`src/rtl/key_pad_emulator.sv`:
```
// Matrix-keypad key-press emulator: answers a row scanner with the column
// pattern of a commanded key, including contact bounce, hold and release gap.
module key_pad_emulator #(
  parameter int BOUNCE_CYCLES = 3,
  parameter int GAP_CYCLES    = 4
) (
  input  logic       clk,
  input  logic       rst,
  input  logic [3:0] kp_row,
  output logic [3:0] kp_col,
  input  logic       cmd_valid,
  output logic       cmd_ready,
  input  logic [3:0] cmd_key,
  input  logic [7:0] cmd_hold,
  output logic       busy,
  output logic       done
);

  typedef enum logic [2:0] {
    IDLE,
    BOUNCE_IN,
    HOLD,
    BOUNCE_OUT,
    GAP
  } state_t;

  localparam logic [7:0] BNC  = 8'(BOUNCE_CYCLES);
  localparam logic [7:0] GAPN =
    (GAP_CYCLES == 0) ? 8'd1 : 8'(GAP_CYCLES);

  state_t     state_q, state_d;
  logic [7:0] cnt_q, cnt_d;
  logic       contact_q, contact_d;
  logic [3:0] key_q, key_d;
  logic [7:0] hold_q, hold_d;
  logic       done_q, done_d;
  logic       ready_q;

  logic [7:0] hold_src;
  logic [7:0] hold_len;
  logic [3:0] row_pat;
  logic [3:0] col_pat;

  // With no bounce the hold count is loaded straight from the command.
  assign hold_src  = (state_q == IDLE) ? cmd_hold : hold_q;
  assign hold_len  = (hold_src == 8'd0) ? 8'd1 : hold_src;

  assign cmd_ready = ready_q && (state_q == IDLE);
  assign busy      = (state_q != IDLE);
  assign done      = done_q;

  always_comb begin
    row_pat = 4'b1111;
    col_pat = 4'b1111;
    unique case (key_q)
      4'h0: {row_pat, col_pat} = 8'b1110_0111;
      4'h1: {row_pat, col_pat} = 8'b1110_1011;
      4'h2: {row_pat, col_pat} = 8'b1101_1011;
      4'h3: {row_pat, col_pat} = 8'b1011_1011;
      4'h4: {row_pat, col_pat} = 8'b1110_1101;
      4'h5: {row_pat, col_pat} = 8'b1101_1101;
      4'h6: {row_pat, col_pat} = 8'b1011_1101;
      4'h7: {row_pat, col_pat} = 8'b1110_1110;
      4'h8: {row_pat, col_pat} = 8'b1101_1110;
      4'h9: {row_pat, col_pat} = 8'b1011_1110;
      4'hA: {row_pat, col_pat} = 8'b1101_0111;
      4'hB: {row_pat, col_pat} = 8'b1011_0111;
      4'hC: {row_pat, col_pat} = 8'b0111_1110;
      4'hD: {row_pat, col_pat} = 8'b0111_1101;
      4'hE: {row_pat, col_pat} = 8'b0111_1011;
      4'hF: {row_pat, col_pat} = 8'b0111_0111;
    endcase
  end

  // row_pat always has one zero, so illegal row drives never match.
  assign kp_col = (contact_q && (kp_row == row_pat)) ? col_pat : 4'b1111;

  always_comb begin
    state_d   = state_q;
    cnt_d     = cnt_q;
    contact_d = contact_q;
    key_d     = key_q;
    hold_d    = hold_q;
    done_d    = 1'b0;
    unique case (state_q)
      IDLE: begin
        contact_d = 1'b0;
        if (cmd_valid && cmd_ready) begin
          key_d     = cmd_key;
          hold_d    = cmd_hold;
          contact_d = 1'b1;
          if (BNC != 8'd0) begin
            state_d = BOUNCE_IN;
            cnt_d   = BNC;
          end else begin
            state_d = HOLD;
            cnt_d   = hold_len;
          end
        end
      end
      BOUNCE_IN: begin
        if (cnt_q == 8'd1) begin
          state_d   = HOLD;
          cnt_d     = hold_len;
          contact_d = 1'b1;
        end else begin
          cnt_d     = cnt_q - 8'd1;
          contact_d = ~contact_q;
        end
      end
      HOLD: begin
        if (cnt_q == 8'd1) begin
          contact_d = 1'b0;
          if (BNC != 8'd0) begin
            state_d = BOUNCE_OUT;
            cnt_d   = BNC;
          end else begin
            state_d = GAP;
            cnt_d   = GAPN;
          end
        end else begin
          cnt_d = cnt_q - 8'd1;
        end
      end
      BOUNCE_OUT: begin
        if (cnt_q == 8'd1) begin
          state_d   = GAP;
          cnt_d     = GAPN;
          contact_d = 1'b0;
        end else begin
          cnt_d     = cnt_q - 8'd1;
          contact_d = ~contact_q;
        end
      end
      GAP: begin
        if (cnt_q == 8'd1) begin
          state_d = IDLE;
          cnt_d   = 8'd0;
          done_d  = 1'b1;
        end else begin
          cnt_d = cnt_q - 8'd1;
        end
      end
      default: begin
        state_d   = IDLE;
        cnt_d     = 8'd0;
        contact_d = 1'b0;
      end
    endcase
  end

  always_ff @(posedge clk or negedge rst) begin
    if (!rst) begin
      state_q   <= IDLE;
      cnt_q     <= 8'd0;
      contact_q <= 1'b0;
      key_q     <= 4'd0;
      hold_q    <= 8'd0;
      done_q    <= 1'b0;
      ready_q   <= 1'b0;
    end else begin
      state_q   <= state_d;
      cnt_q     <= cnt_d;
      contact_q <= contact_d;
      key_q     <= key_d;
      hold_q    <= hold_d;
      done_q    <= done_d;
      ready_q   <= 1'b1;
    end
  end

endmodule
```
`config.mk`:
```
export PLATFORM = sky130hd
export DESIGN_NAME = key_pad_emulator
export DESIGN_NICKNAME = d
export VERILOG_FILES = /design/src/rtl/key_pad_emulator.sv
export SDC_FILE = /design/constraint.sdc
export NUM_CORES = 1
export LEC_CHECK = 0
export BUFFER_PORTS_ARGS = -buffer_cell sky130_fd_sc_hd__buf_4
export CAP_MARGIN = 5
export CORE_ASPECT_RATIO = 0.75
export CORE_MARGIN = 3
export CORE_UTILIZATION = 51
export DETAILED_ROUTE_END_ITERATION = 8
export PLACE_DENSITY_LB_ADDON = 0.15
export SLEW_MARGIN = 15
export SYNTH_ARGS = -nofsm -noshare
export SYNTH_HDL_FRONTEND = slang
export SYNTH_SLANG_ARGS = --single-unit
```
`constraint.sdc`:
```
create_clock -name clk -period 1.9 [get_ports clk]
set_input_delay 0.19 -clock clk [delete_from_list [all_inputs] [get_ports clk]]
set_output_delay 0.19 -clock clk [all_outputs]
set_load 0.01 [all_outputs]
```
==> metrics <==
Via density=6.54; Yosys warnings=0; Area Growth Syn to Fin=40.8%; Hold Vio Cnt, Final=0; Fin Clk Skew=between 0.003 and 0.004 ns; cell area after placement=0.00214 mm2; CP max stage delay=0.41 ns; Worst Path Required=1.71 ns; Tcrit/Tclk final=1.22; Die ar.=0.00412 mm2; Worst path slowest cell=dfrtp_1; Synth Cell Area=0.00173 mm2; crit path kind=reg -> out; sequential cell area=652 um2; VDD IR max=approximately 0.47 mV; R2R setup slack=0.05 ns; number of global-route vias before repair=1720; most used flip-flop cell after synthesis=dfrtp_1; buffers added on ports=25; Max Freq=around 430 MHz; CTS H-tree depth=1; Die Wd=~73 um; layout cells sized above 1=0.414; most common cell in the netlist=dfrtp_1; post-place setup slack=-0.145 ns; failing checks=negative setup slack; outcome=finished, violations left; Worst R2R Path Depth=6; Syn Area/Cell=approximately 8.9 um2; Cell Rows=17; die height=approximately 56 um; Num CTS Buffers=3; startpoint types=flop; Hold Path Depth=3; drt pass-1 iters=6; gr ovfl total=0; Core Area=0.00308 mm2; Worst Hold Path EP=key_q[1]$_DFFE_PN0P_; Worst R2R Start=cnt_q[4]$_DFFE_PN0P_; Post-Syn Instances=193; minimum clock period=2.31 ns; cell taking the most area after synthesis=dfrtp_1; register area share after synthesis=0.377; Worst Path Buf+Inv=3; Initial DRC Count=approximately 280; Sink Count=26; post-synth top area share=0.377; ANT nets after route=0; crit path launch=key_q[0]$_DFFE_PN0P_; I/O Pins=26; Placed Instances=277; initial antenna violation count=0; Worst Hold Class=in -> reg; Final WS setup=-0.414 ns; DRC=0; fin area=about 0.0024 mm2; wire per inst=roughly 19 um; Clock Tree Buf Depth=2; root buffer cell=clkbuf_8; Fill cells=178; GPL Wtd Cong=1.00; final non-filler cell total=294; critical-path maximum fanout=4; R2R Path End=cnt_q[2]$_DFFE_PN0P_; number of synthesized register bits=26; final setup vio count=4; CP most frequent cell=buf_4; All-Layer GR Usage=0.261; first-pass GRT wire length=8370 um; Multi-input gate area=approximately 0.0011 mm2; Setup TNS Final=-1.44 ns; post-DP HPWL=3650 um; Post-synth top cells=dfrtp_1, nand2_1, o21ai_0, nor2_1, inv_1; delay-heaviest family, CP=buffers and inverters; CTS tree=built; Worst-path clk slew=0.09 ns; main area contributors after synthesis=dfrtp_1, mux2_2, nand2_1; largest net degree at the start of global routing=27; fin. max-slew vios=0; asr flop ratio synth=1.00; Cell variety after synth=53; Leakage=1.13 nW; CP Capture Type=primary output; vias after detailed routing=between 1500 and 2000; Worst Path Arrival=2.12 ns; clock latency at the later pin of the worst-skew pair=0.28 ns; Initial Utilization=0.559; final WL=5600 um; Layout Nets=roughly 280; RSZ-0062 raised after global routing=yes; CP Cell Sequence=inv_2 > ha_4 > nand2b_4 > mux2i_2 > mux2i_1 > nor4b_2 > buf_4 > o2111ai_2 > buf_4; hold_sp=cmd_key[1]; antenna cell count=0; power density over cell area=between 400 and 500 mW/mm2; Max Cap Viol=0; syn_nets=219; Tot Pwr=0.00108 W; Post-synth EDFFs=0
==> worst reg2reg max path, delay by kind of cell (launching register included) <==
family | cells | cell delay (ns)
buffers and inverters | 1 | 0.16
and+or+nand+nor | 3 | 0.80
AOI/OAI and AO/OA | 2 | 0.34
DFF | 1 | 0.43
==> power breakdown <==
| part | leakage (nW) | internal, W | switching [W] |
|---|---|---|---|
| clock | 0.0357 | 0.000282 | 0.000188 |
| sequential | 0.316 | 0.000554 | 0.00000107 |
| combinational | 0.782 | 0.0000288 | 0.0000256 |
==> worst max path at each step <==
stage / end / slack [ns] / cells past startpoint
after floorplan: kp_col[1] / 0.06 / 7
after global placement: kp_col[1] / -0.009 / 8
after detailed placement: kp_col[1] / -0.14 / 8
after CTS: kp_col[1] / -0.32 / 9
after global routing: kp_col[1] / -0.49 / 9
final: kp_col[1] / -0.41 / 9
==> repair_timing <==
item / CTS / global route
buffers inserted: 6 / 6
pin swaps: 1 / 7
hold buffers: 1 / 0
setup endpoints to repair: 5 / 10
cloned: 0 / 0
endpoints found under the hold margin: 26 / 0
gates resized for setup: 6 / 22
==> cell families (layout without fill, tap and decap cells) <==
logic type / Yosys count / in the layout / synth area share
compound gates: 54 / 54 / 0.213
xor+xnor: 2 / 2 / 0.0102
fa+ha+maj: 7 / 7 / 0.0508
buf+inv: 18 / 81 / 0.0450
flops: 26 / 26 / 0.377
mux: 14 / 14 / 0.0870
other cells: 1 / 1 / 0.00217
simple gates: 71 / 71 / 0.215
==> layer usage <==
layer  track usage  part of all wire  vias up
met5             0                 0        -
met4        0.0658             0.025        0
met3        0.0555              0.13       19
met2         0.376              0.44      158
met1         0.392              0.40      917
li1              -                 -      830
==> cell type report <==
cell class,count,share of cell area
multi-input cells,149,0.453
well taps,38,0.0196
repair buffers,66,0.213
inverters,11,0.0170
clock buffers,3,0.0170
flip-flops and latches,26,0.268
clock inverters,1,0.0124
==> sequential cells by signal, indices dropped and copies added, names as in the netlist <==
signal / cells
key_q: 4
hold_q: 8
state_q: 3
contact_q: 1
done: 1
ready_q: 1
cnt_q: 8
==> metrics by stage <==
stage                      util  hold WS, ns
final                     0.788        0.111
after global placement    0.695        0.112
after CTS                 0.742        0.109
after global routing      0.788        0.137
after floorplan               -       -0.106
after detailed placement  0.695        0.121
==> cell usage in the layout, fill, tap and decap left out, types with 3 or more instances in the layout <==
| cell type | Yosys | routed |
|---|---|---|
| nand3_1 | 5 | 5 |
| nor3_1 | 7 | 7 |
| mux2i_1 | 6 | 5 |
| a31oi_1 | 5 | 4 |
| nand2_1 | 24 | 24 |
| clkbuf_8 | 0 | 3 |
| mux2_2 | 8 | 8 |
| a21oi_1 | 9 | 9 |
| o21ai_0 | 17 | 16 |
| buf_6 | 1 | 5 |
| dfrtp_1 | 26 | 25 |
| nor2_1 | 15 | 14 |
| nor4_1 | 4 | 4 |
| ha_4 | 0 | 4 |
| inv_2 | 1 | 4 |
| inv_1 | 10 | 7 |
| buf_4 | 0 | 60 |
Note: power is estimated with default switching activity, not from simulation.
